[src/rtl/sed_scan_ctrl_pkg.sv]
// Shared definitions for the SEDGA scan controller: FSM state encoding,
// synchroniser depth and the per-state drive pattern toward SEDGA.
package sed_scan_ctrl_pkg;

    localparam int SYNC_DEPTH = 2;

    typedef enum logic [2:0] {
        ST_OFF       = 3'd0,
        ST_IDLE      = 3'd1,
        ST_START     = 3'd2,
        ST_WAIT_DONE = 3'd3,
        ST_CHECK     = 3'd4
    } state_t;

    typedef struct packed {
        logic enable;
        logic start;
        logic frcerr;
        logic busy;
    } drive_t;

    // Output pattern registered alongside every state change, so the SEDGA
    // controls and BUSY always match the state being entered.
    function automatic drive_t drive_for(state_t s, logic st);
        drive_t d;
        d        = '0;
        d.enable = (s != ST_OFF);
        d.start  = (s == ST_START);
        d.busy   = (s == ST_START) || (s == ST_WAIT_DONE) || (s == ST_CHECK);
        d.frcerr = st && d.busy;
        return d;
    endfunction

endpackage

[src/rtl/sed_scan_ctrl_sync.sv]
// Multi-flop synchroniser for the three asynchronous SEDGA status lines.
module sed_scan_ctrl_sync
    import sed_scan_ctrl_pkg::*;
(
    input  logic       clk,
    input  logic       rst,
    input  logic [2:0] d,
    output logic [2:0] q
);

    logic [SYNC_DEPTH-1:0][2:0] stages;

    always_ff @(posedge clk) begin
        if (rst) begin
            stages <= '0;
        end else begin
            stages <= {stages[SYNC_DEPTH-2:0], d};
        end
    end

    assign q = stages[SYNC_DEPTH-1];

endmodule

[src/rtl/sed_scan_ctrl.sv]
// Scan controller for SEDGA: single, periodic and forced-error scans with
// timeout supervision, sticky error/timeout flags and a saturating error count.
module sed_scan_ctrl
    import sed_scan_ctrl_pkg::*;
#(
    parameter int SCAN_INTERVAL = 1024,
    parameter int SCAN_TIMEOUT  = 2000000,
    parameter int CHECK_CYCLES  = 4,
    parameter int ERR_CNT_W     = 8
) (
    input  logic                 CLK,
    input  logic                 RST,
    input  logic                 EN,
    input  logic                 AUTO,
    input  logic                 REQ,
    input  logic                 SELFTEST,
    input  logic                 CLR,
    input  logic                 SEDDONE,
    input  logic                 SEDINPROG,
    input  logic                 SEDERR,
    output logic                 SEDENABLE,
    output logic                 SEDSTART,
    output logic                 SEDFRCERR,
    output logic                 BUSY,
    output logic                 SCAN_OK,
    output logic                 ERR_FLAG,
    output logic [ERR_CNT_W-1:0] ERR_CNT,
    output logic                 TIMEOUT_FLAG,
    output logic                 ST_DONE,
    output logic                 ST_PASS,
    output logic [2:0]           dbg_state
);

    localparam int INT_W = (SCAN_INTERVAL > 0) ? $clog2(SCAN_INTERVAL + 1) : 1;
    localparam int TO_W  = (SCAN_TIMEOUT > 1)  ? $clog2(SCAN_TIMEOUT)      : 1;
    localparam int CHK_W = (CHECK_CYCLES > 1)  ? $clog2(CHECK_CYCLES)      : 1;

    localparam logic [INT_W-1:0] INT_LAST = INT_W'(SCAN_INTERVAL);
    localparam logic [TO_W-1:0]  TO_LAST  = TO_W'(SCAN_TIMEOUT - 1);
    localparam logic [CHK_W-1:0] CHK_LAST = CHK_W'(CHECK_CYCLES - 1);

    state_t             state;
    drive_t             drv;
    logic               st_mode;
    logic               prog_q;
    logic [INT_W-1:0]   int_cnt;
    logic [TO_W-1:0]    to_cnt;
    logic [CHK_W-1:0]   chk_cnt;
    logic [2:0]         sed_s;
    logic               done_s;
    logic               prog_s;
    logic               err_s;
    logic               start_scan;

    sed_scan_ctrl_sync u_sync (
        .clk (CLK),
        .rst (RST),
        .d   ({SEDERR, SEDINPROG, SEDDONE}),
        .q   (sed_s)
    );

    assign done_s = sed_s[0];
    assign prog_s = sed_s[1];
    assign err_s  = sed_s[2];

    assign start_scan = SELFTEST || REQ || (AUTO && (int_cnt == INT_LAST));

    assign SEDENABLE = drv.enable;
    assign SEDSTART  = drv.start;
    assign SEDFRCERR = drv.frcerr;
    assign BUSY      = drv.busy;
    assign dbg_state = state;

    always_ff @(posedge CLK) begin
        if (RST) begin
            state        <= ST_OFF;
            drv          <= '0;
            st_mode      <= 1'b0;
            prog_q       <= 1'b0;
            int_cnt      <= '0;
            to_cnt       <= '0;
            chk_cnt      <= '0;
            SCAN_OK      <= 1'b0;
            ERR_FLAG     <= 1'b0;
            ERR_CNT      <= '0;
            TIMEOUT_FLAG <= 1'b0;
            ST_DONE      <= 1'b0;
            ST_PASS      <= 1'b0;
        end else begin
            SCAN_OK <= 1'b0;
            ST_DONE <= 1'b0;
            prog_q  <= prog_s;

            // Later assignments in this block override the clear, so a flag
            // set in the same cycle as CLR survives.
            if (CLR) begin
                ERR_FLAG     <= 1'b0;
                ERR_CNT      <= '0;
                TIMEOUT_FLAG <= 1'b0;
            end

            if (!EN) begin
                state   <= ST_OFF;
                drv     <= drive_for(ST_OFF, 1'b0);
                st_mode <= 1'b0;
            end else begin
                case (state)
                    ST_OFF: begin
                        state <= ST_IDLE;
                        drv   <= drive_for(ST_IDLE, 1'b0);
                    end

                    ST_IDLE: begin
                        if (start_scan) begin
                            state   <= ST_START;
                            drv     <= drive_for(ST_START, SELFTEST);
                            st_mode <= SELFTEST;
                            int_cnt <= '0;
                            to_cnt  <= '0;
                        end else if (AUTO) begin
                            int_cnt <= int_cnt + 1'b1;
                        end
                    end

                    ST_START, ST_WAIT_DONE: begin
                        if (to_cnt == TO_LAST) begin
                            TIMEOUT_FLAG <= 1'b1;
                            state        <= ST_IDLE;
                            drv          <= drive_for(ST_IDLE, 1'b0);
                            st_mode      <= 1'b0;
                        end else begin
                            to_cnt <= to_cnt + 1'b1;
                            if (state == ST_START && prog_s) begin
                                state <= ST_WAIT_DONE;
                                drv   <= drive_for(ST_WAIT_DONE, st_mode);
                            end else if (state == ST_WAIT_DONE &&
                                         (done_s || (prog_q && !prog_s))) begin
                                state   <= ST_CHECK;
                                drv     <= drive_for(ST_CHECK, st_mode);
                                chk_cnt <= '0;
                            end
                        end
                    end

                    ST_CHECK: begin
                        if (chk_cnt == CHK_LAST) begin
                            state   <= ST_IDLE;
                            drv     <= drive_for(ST_IDLE, 1'b0);
                            st_mode <= 1'b0;
                            if (st_mode) begin
                                ST_DONE <= 1'b1;
                                ST_PASS <= err_s;
                            end else if (err_s) begin
                                ERR_FLAG <= 1'b1;
                                if (CLR) begin
                                    ERR_CNT <= ERR_CNT_W'(1);
                                end else if (!(&ERR_CNT)) begin
                                    ERR_CNT <= ERR_CNT + 1'b1;
                                end
                            end else begin
                                SCAN_OK <= 1'b1;
                            end
                        end else begin
                            chk_cnt <= chk_cnt + 1'b1;
                        end
                    end

                    default: begin
                        state   <= ST_OFF;
                        drv     <= drive_for(ST_OFF, 1'b0);
                        st_mode <= 1'b0;
                    end
                endcase
            end
        end
    end

endmodule

[config.mk]
export PLATFORM = sky130hd
export DESIGN_NAME = sed_scan_ctrl
export DESIGN_NICKNAME = d
export VERILOG_FILES = /design/src/rtl/sed_scan_ctrl_pkg.sv /design/src/rtl/sed_scan_ctrl_sync.sv /design/src/rtl/sed_scan_ctrl.sv
export SDC_FILE = /design/constraint.sdc
export NUM_CORES = 1
export LEC_CHECK = 0
export ABC_CLOCK_PERIOD_IN_PS = 2700
export CAP_MARGIN = 10
export CORE_AREA = 5 5 65 125
export CTS_BUF_LIST = sky130_fd_sc_hd__clkbuf_8 sky130_fd_sc_hd__clkbuf_16
export DETAILED_ROUTE_END_ITERATION = 8
export DIE_AREA = 0 0 70 130
export PLACE_DENSITY = 0.66
export RECOVER_POWER = 100
export SLEW_MARGIN = 20
export SYNTH_ARGS = -nofsm -noshare
export SYNTH_HDL_FRONTEND = slang
export SYNTH_HIERARCHICAL = 1
export SYNTH_SLANG_ARGS = --single-unit
[constraint.sdc]
create_clock -name CLK -period 2.7 [get_ports CLK]
set_input_delay 0.54 -clock CLK [delete_from_list [all_inputs] [get_ports CLK]]
set_output_delay 0.54 -clock CLK [all_outputs]
set_load 0.03 [all_outputs]
======== Word level (Yosys, flattened, before mapping) ========
Index checks and enable logic that the tools add are counted.
storage, ports and cells
  logic and storage cells ................. 110
  input port bits ......................... 10
  bits in registers ....................... 62
  output and inout port bits .............. 20
operators by class
  reduce and logical (&&, ||, !) cells .... 23
  add/sub/neg operators ................... 4
  multiplexer cells ....................... 46
  bitwise operators ....................... 4
  equality and inequality tests ........... 15
operators with widths
  operator               count
  $mux 8                 8
  $mux 21                2
  $pmux 21 s2            1
  $mux 11                2
  $add 21x1->21 const B  1
  $eq 21x21->1 const B   1
  $mux 4                 5
  $pmux 4 s4             1
  $mux 1                 15
  $mux 3                 5
  $ne 2x2->1 const B     7
  $pmux 3 s4             1
  $reduce_and 4->1       3
  $add 11x1->11 const B  1
  $eq 11x11->1 const B   1
  $add 8x1->8 const B    1
  $mux 2                 4
  $reduce_and 8->1       1
  $eq 3x2->1 const B     2
  $reduce_and 3->1       2
  $reduce_and 6->1       1
  $reduce_bool 2->1      3
  $reduce_or 5->1        1
  $logic_and 1x1->1      4
  13 further kinds       19

======== Logic depth before layout (Yosys ltp) ========
  depth in word-level cells ............... 8
  depth in mapped cells ................... 8
  gate-level depth less buffers ........... 7

======== By module ========
The synthesis kept the hierarchy.
modules (own cells, without submodules)
  module              instances  cells an instance  seq. area each (um2)  area each (um2)
  sed_scan_ctrl       1          344                1121.1                2891.5
  sed_scan_ctrl_sync  1          15                 120.1                 180.2

======== Worst setup path after synthesis ========
OpenSTA, ideal clock, no wires.
  kind .................................... register -> register
  start point ............................. register int_cnt[0]
  end point ............................... register to_cnt[16]
  data required time ...................... 2.640 ns
  cell stages (with the launch flop) ...... 9
  slack ................................... 0.650 ns
  clock period less this slack ............ 2.050 ns
  arrival time ............................ 1.990 ns
  path buffers ............................ 1
  library setup time ...................... 0.060 ns
  path through ............................ dfxtp_1 inv_1 ha_1 and4b_1 a31o_2 a21o_1 clkbuf_1 or4_1 nand2_1
on the way
  longest elaborated chain between the ends .. 5
ends and longest elaborated chain
  what                               RTL line              text
  start: declaration                 sed_scan_ctrl.sv:46   logic [INT_W-1:0] int_cnt;
  start signal: assignment           sed_scan_ctrl.sv:121  int_cnt <= int_cnt + 1'b1;
  $eq 11x11->1                       sed_scan_ctrl.sv:66   assign start_scan = SELFTEST || REQ || (AUTO && (int_cnt == INT_LAST));
  $logic_and 1x1->1                  sed_scan_ctrl.sv:66
  $logic_or 1x1->1                   sed_scan_ctrl.sv:66
  $ne 2x2->1 (no source line)        --
  $reduce_and 4->1 (no source line)  --
  end signal: assignment             sed_scan_ctrl.sv:132  to_cnt <= to_cnt + 1'b1;
  end: declaration                   sed_scan_ctrl.sv:47   logic [TO_W-1:0] to_cnt;
No other way between the ends.
A chain may end at the register's enable or synchronous reset.

======== Final worst setup path ========
  start point ............................. input port EN
  end point ............................... register int_cnt[2]
on the way
  longest elaborated chain between the ends .. 1
ends and longest elaborated chain
  what                               RTL line             text
  start: declaration                 sed_scan_ctrl.sv:13  input logic EN,
  $reduce_and 3->1 (no source line)  --
No other way between the ends.

==> impl_summary.txt <==
----------------------------------------------------
[Final layout]
  Leading cell type in the layout, fill and taps excluded ... sky130_fd_sc_hd__dfxtp_1
  Final cell utilization of the core ... 54.7%
  Layout overhead on the synthesized area ... 24.6%
  Number of fill cells in the layout ... 679
  Leading cell types in the layout, fill and taps excluded ... sky130_fd_sc_hd__dfxtp_1 (62), sky130_fd_sc_hd__nor2_1 (38), sky130_fd_sc_hd__nand2_1 (22), sky130_fd_sc_hd__dlygate4sd3_1 (21), sky130_fd_sc_hd__a21oi_1 (19)
  Number of nets in the final layout ... 412
  Number of standard cells in the final layout excluding fillers ... 492
  Share of cells above drive strength 1 ... 7.46%
  Ant diodes ... 0

[Clocking]
  Buffers inserted during post-CTS setup optimization ... 0
  Buffer cell driving the clock tree root ... sky130_fd_sc_hd__clkbuf_16
  Hold bufs inserted after CTS ... 0
  Number of levels in the clock H-tree ... 3
  Inserted Clock Buffers ... 9
  Post-CTS clock slew at the launch and capture registers of the worst setup and hold paths ... 0.05 ns
  Clock sink count ... 62
  Number of resized instances in the post-cts repair step ... 0
  Clock buffer depth ... 2
  Clock insertion delay at the later pin of the skew report ... 0.33 ns
  Clock tree from TritonCTS ... built

[Yosys]
  Fraction of registers with async set/reset ... 0%
  Net count after synthesis ... 374
  Multiplexer area fraction after synthesis ... 1.96%
  Cell area after technology mapping ... 0.00307 mm²
  Synthesized flop and latch total ... 62
  Synth Area in Compound Gates ... 15.8%
  Post-synthesis adder-cell area fraction ... 2.04%
  Yosys warning total ... 6
  Fraction of synthesized cell area in xor and xnor cells ... 4.85%
  Dominant combinational cell family by area after synthesis ... simple AND/OR/NAND/NOR gates
  Number of enable flip-flop cells after synthesis ... 0
  Mean Syn Cell Area ... 8.56 µm²
  Most used flip-flop cell after synthesis ... sky130_fd_sc_hd__dfxtp_1
  Fraction of the yosys area taken by sequential cells ... 40.4%
  Share of synthesized cell area in and, or, nand and nor gates ... 30.9%
  Yosys cell types ... 61
  Instance count of the mapped netlist ... 359

[Drt]
  Via count ... 2,770
  Routed wire per std cell ... 16.1 µm
  Drt via density ... 5.63
  Drt first pass iters ... 4
  Antenna viol nets, final ... 0
  Drc violations ... 0
  Routed WL ... 7920 µm
  Number of design-rule violations left by the first detailed-router iteration ... 137

[Setup path]
  Type of element launching the critical path ... input pin
  Launching element of the worst setup path ... EN
  Critical path endpoint category ... flop
  WP data arrival ... 2.53 ns
  Data required time at the worst endpoint ... 2.89 ns
  Launching point of the worst reg2reg path ... dbg_state[0]
  Critical path start-end classification ... in2reg
  Maximum fanout along the worst path ... 13

[Global route]
  First-pass GRT wire length ... 13,300 µm
  GR Overflow Total ... 0
  Overall Global Routing Usage ... 18.6%
  Antenna violations before repair ... 0
  Maximum number of pins on one net before global-route repair ... 15
  Via count of the first global-routing pass ... 2,806

[Floorplan]
  Starting utilization of the core area ... 43.9%
  Die Y-Extent ... 130 µm
  Core Box Area ... 0.00699 mm²
  Die Outline Area ... 0.00910 mm²
  Number of primary I/O pins ... 30
  Die extent in x ... 70 µm
  Standard-cell rows ... 43

[Timing]
  Unrepaired setup endpoints after global routing ... false
  Final number of hold-violating endpoints ... 0
  Highest Clock Rate ... 0.428 GHz
  Portion of the clock cycle consumed by the worst path in the final layout ... 86.5%
  Setup skew after layout ... 0.00478 ns
  Slew headroom ... 54.5%
  Final Slew Violations ... 0
  Slew at the pin closest to its max-slew limit ... 0.682 ns
  Final period demand of the worst path ... 2.34 ns
  Total setup violations reported at the end of the flow ... 0
  Final TNS setup ... 0 ns

[Power]
  Ratio of total power to cell area ... 627 mW/mm²
  Maximum VDD drop ... 0.352 mV
  Leak ... 1.43 nW

[Place]
  Quantity of I/O buffers inserted on ports ... 29
  Weighted congestion at the end of routability-driven global placement ... 0.848
  Number of cells after detailed placement ... 476
  Detailed placement HPWL ... 6050 µm

[Flow run]
  MaxCap Viol Count ... 0

[Outcome]
  Outcome ... finished clean

[Worst hold path]
  Launch point of the worst hold path ... u_sync/stages[0]
  Path class of the lowest-slack min-delay path ... reg2reg

----------------------------------------------------
[through the flow]
step,instance area [µm²],setup WS (ns),total power [mW],hold WS (ns)
global route,3830,0.206,2.47,0.456
CTS,3850,0.429,2.43,0.440
floorplan,3070,0.650,1.03,0.414
detailed placement,3500,0.194,1.09,0.426
global placement,3500,0.241,1.09,0.437
finish,3830,0.364,2.40,0.435
[layout make-up]
class / count / area, µm² / share of cell area, %
multi-input cells: 268 / 1710 / 44.5
repair buffers: 43 / 373 / 9.74
inverters: 13 / 48.8 / 1.27
clock inverters: 7 / 123 / 3.20
well taps: 90 / 113 / 2.94
flip-flops and latches: 62 / 1240 / 32.4
clock buffers: 9 / 225 / 5.88
[cells by family after synthesis]
logic type               count (synthesis)
AND/OR/NAND/NOR                        168
AO/OA/AOI/OAI                           72
flip-flops                              62
buffers and inverters                   29
XOR/XNOR                                17
multiplexers                             6
adder cells (fa/ha/maj)                  5
[per-layer routing]
metal | global-route usage [%] | part of all wire, % | vias up
li1 | - | - | 1387
met1 | 17.2 | 37 | 1300
met2 | 36.3 | 55 | 62
met3 | 4.16 | 3.6 | 21
met4 | 11.3 | 3.7 | 0
met5 | 0 | 0 | -
[worst max-delay path, stage by stage]
cell                              delay, ns
sky130_fd_sc_hd__clkdlybuf4s50_1       0.48
sky130_fd_sc_hd__buf_4                 0.19
sky130_fd_sc_hd__and4bb_1              0.35
sky130_fd_sc_hd__a21o_1                0.34
sky130_fd_sc_hd__clkbuf_1              0.51
sky130_fd_sc_hd__nor2_1                0.11
[path summary, 6_finish.rpt]
| path | end | slack [ns] | depth (start not counted) |
|---|---|---|---|
| worst max-delay path | int_cnt[2] | 0.36 | 6 |
| worst min register to register | u_sync/q[0] | 0.43 | 1 |
| worst min-delay path | u_sync/q[0] | 0.43 | 1 |
| worst max register to register | to_cnt[10] | 0.51 | 6 |
[synth_stat cells (3+ instances only)]
cell type,count,area [µm²]
sky130_fd_sc_hd__dfxtp_1,62,1240
sky130_fd_sc_hd__nor2_1,38,143
sky130_fd_sc_hd__nand2_1,22,82.6
sky130_fd_sc_hd__a21oi_1,19,95.1
sky130_fd_sc_hd__nand3_1,18,90.1
sky130_fd_sc_hd__nor2b_1,14,87.6
sky130_fd_sc_hd__inv_1,13,48.8
sky130_fd_sc_hd__xnor2_1,12,105
sky130_fd_sc_hd__clkbuf_1,9,33.8
sky130_fd_sc_hd__nand2b_1,9,56.3
sky130_fd_sc_hd__nor3_1,9,45.0
sky130_fd_sc_hd__o21ai_0,9,45.0
sky130_fd_sc_hd__nand4_1,8,50.1
sky130_fd_sc_hd__and3_1,7,43.8
sky130_fd_sc_hd__or4_1,7,52.6
sky130_fd_sc_hd__mux2i_1,6,60.1
sky130_fd_sc_hd__nor4_1,6,37.5
sky130_fd_sc_hd__ha_1,5,62.6
sky130_fd_sc_hd__o31ai_1,5,37.5
sky130_fd_sc_hd__or3_1,5,31.3
sky130_fd_sc_hd__xor2_1,5,43.8
sky130_fd_sc_hd__a211oi_1,4,30.0
sky130_fd_sc_hd__a21o_1,4,30.0
sky130_fd_sc_hd__nor3b_1,4,30.0
sky130_fd_sc_hd__o211ai_1,4,30.0
sky130_fd_sc_hd__a22o_1,3,26.3
sky130_fd_sc_hd__a31oi_1,3,18.8
sky130_fd_sc_hd__and2_1,3,18.8
sky130_fd_sc_hd__buf_2,3,15.0
sky130_fd_sc_hd__buf_4,3,22.5
[registers in the layout, indices dropped and copies added, names as in the netlist, 2 cells and up]
| register | cells |
|---|---|
| int_cnt | 11 |
| chk_cnt | 2 |
| ERR_CNT | 8 |
| to_cnt | 21 |
| dbg_state | 3 |
| u_sync/q | 3 |
| u_sync/stages | 3 |
[where the power goes]
group | leakage (nW) | internal (mW) | total, mW | switching, mW
clock | 0.162 | 0.903 | 1.34 | 0.434
combinational | 0.765 | 0.0489 | 0.126 | 0.0766
sequential | 0.501 | 0.925 | 0.937 | 0.0115
(Power assumes the default switching activity.)
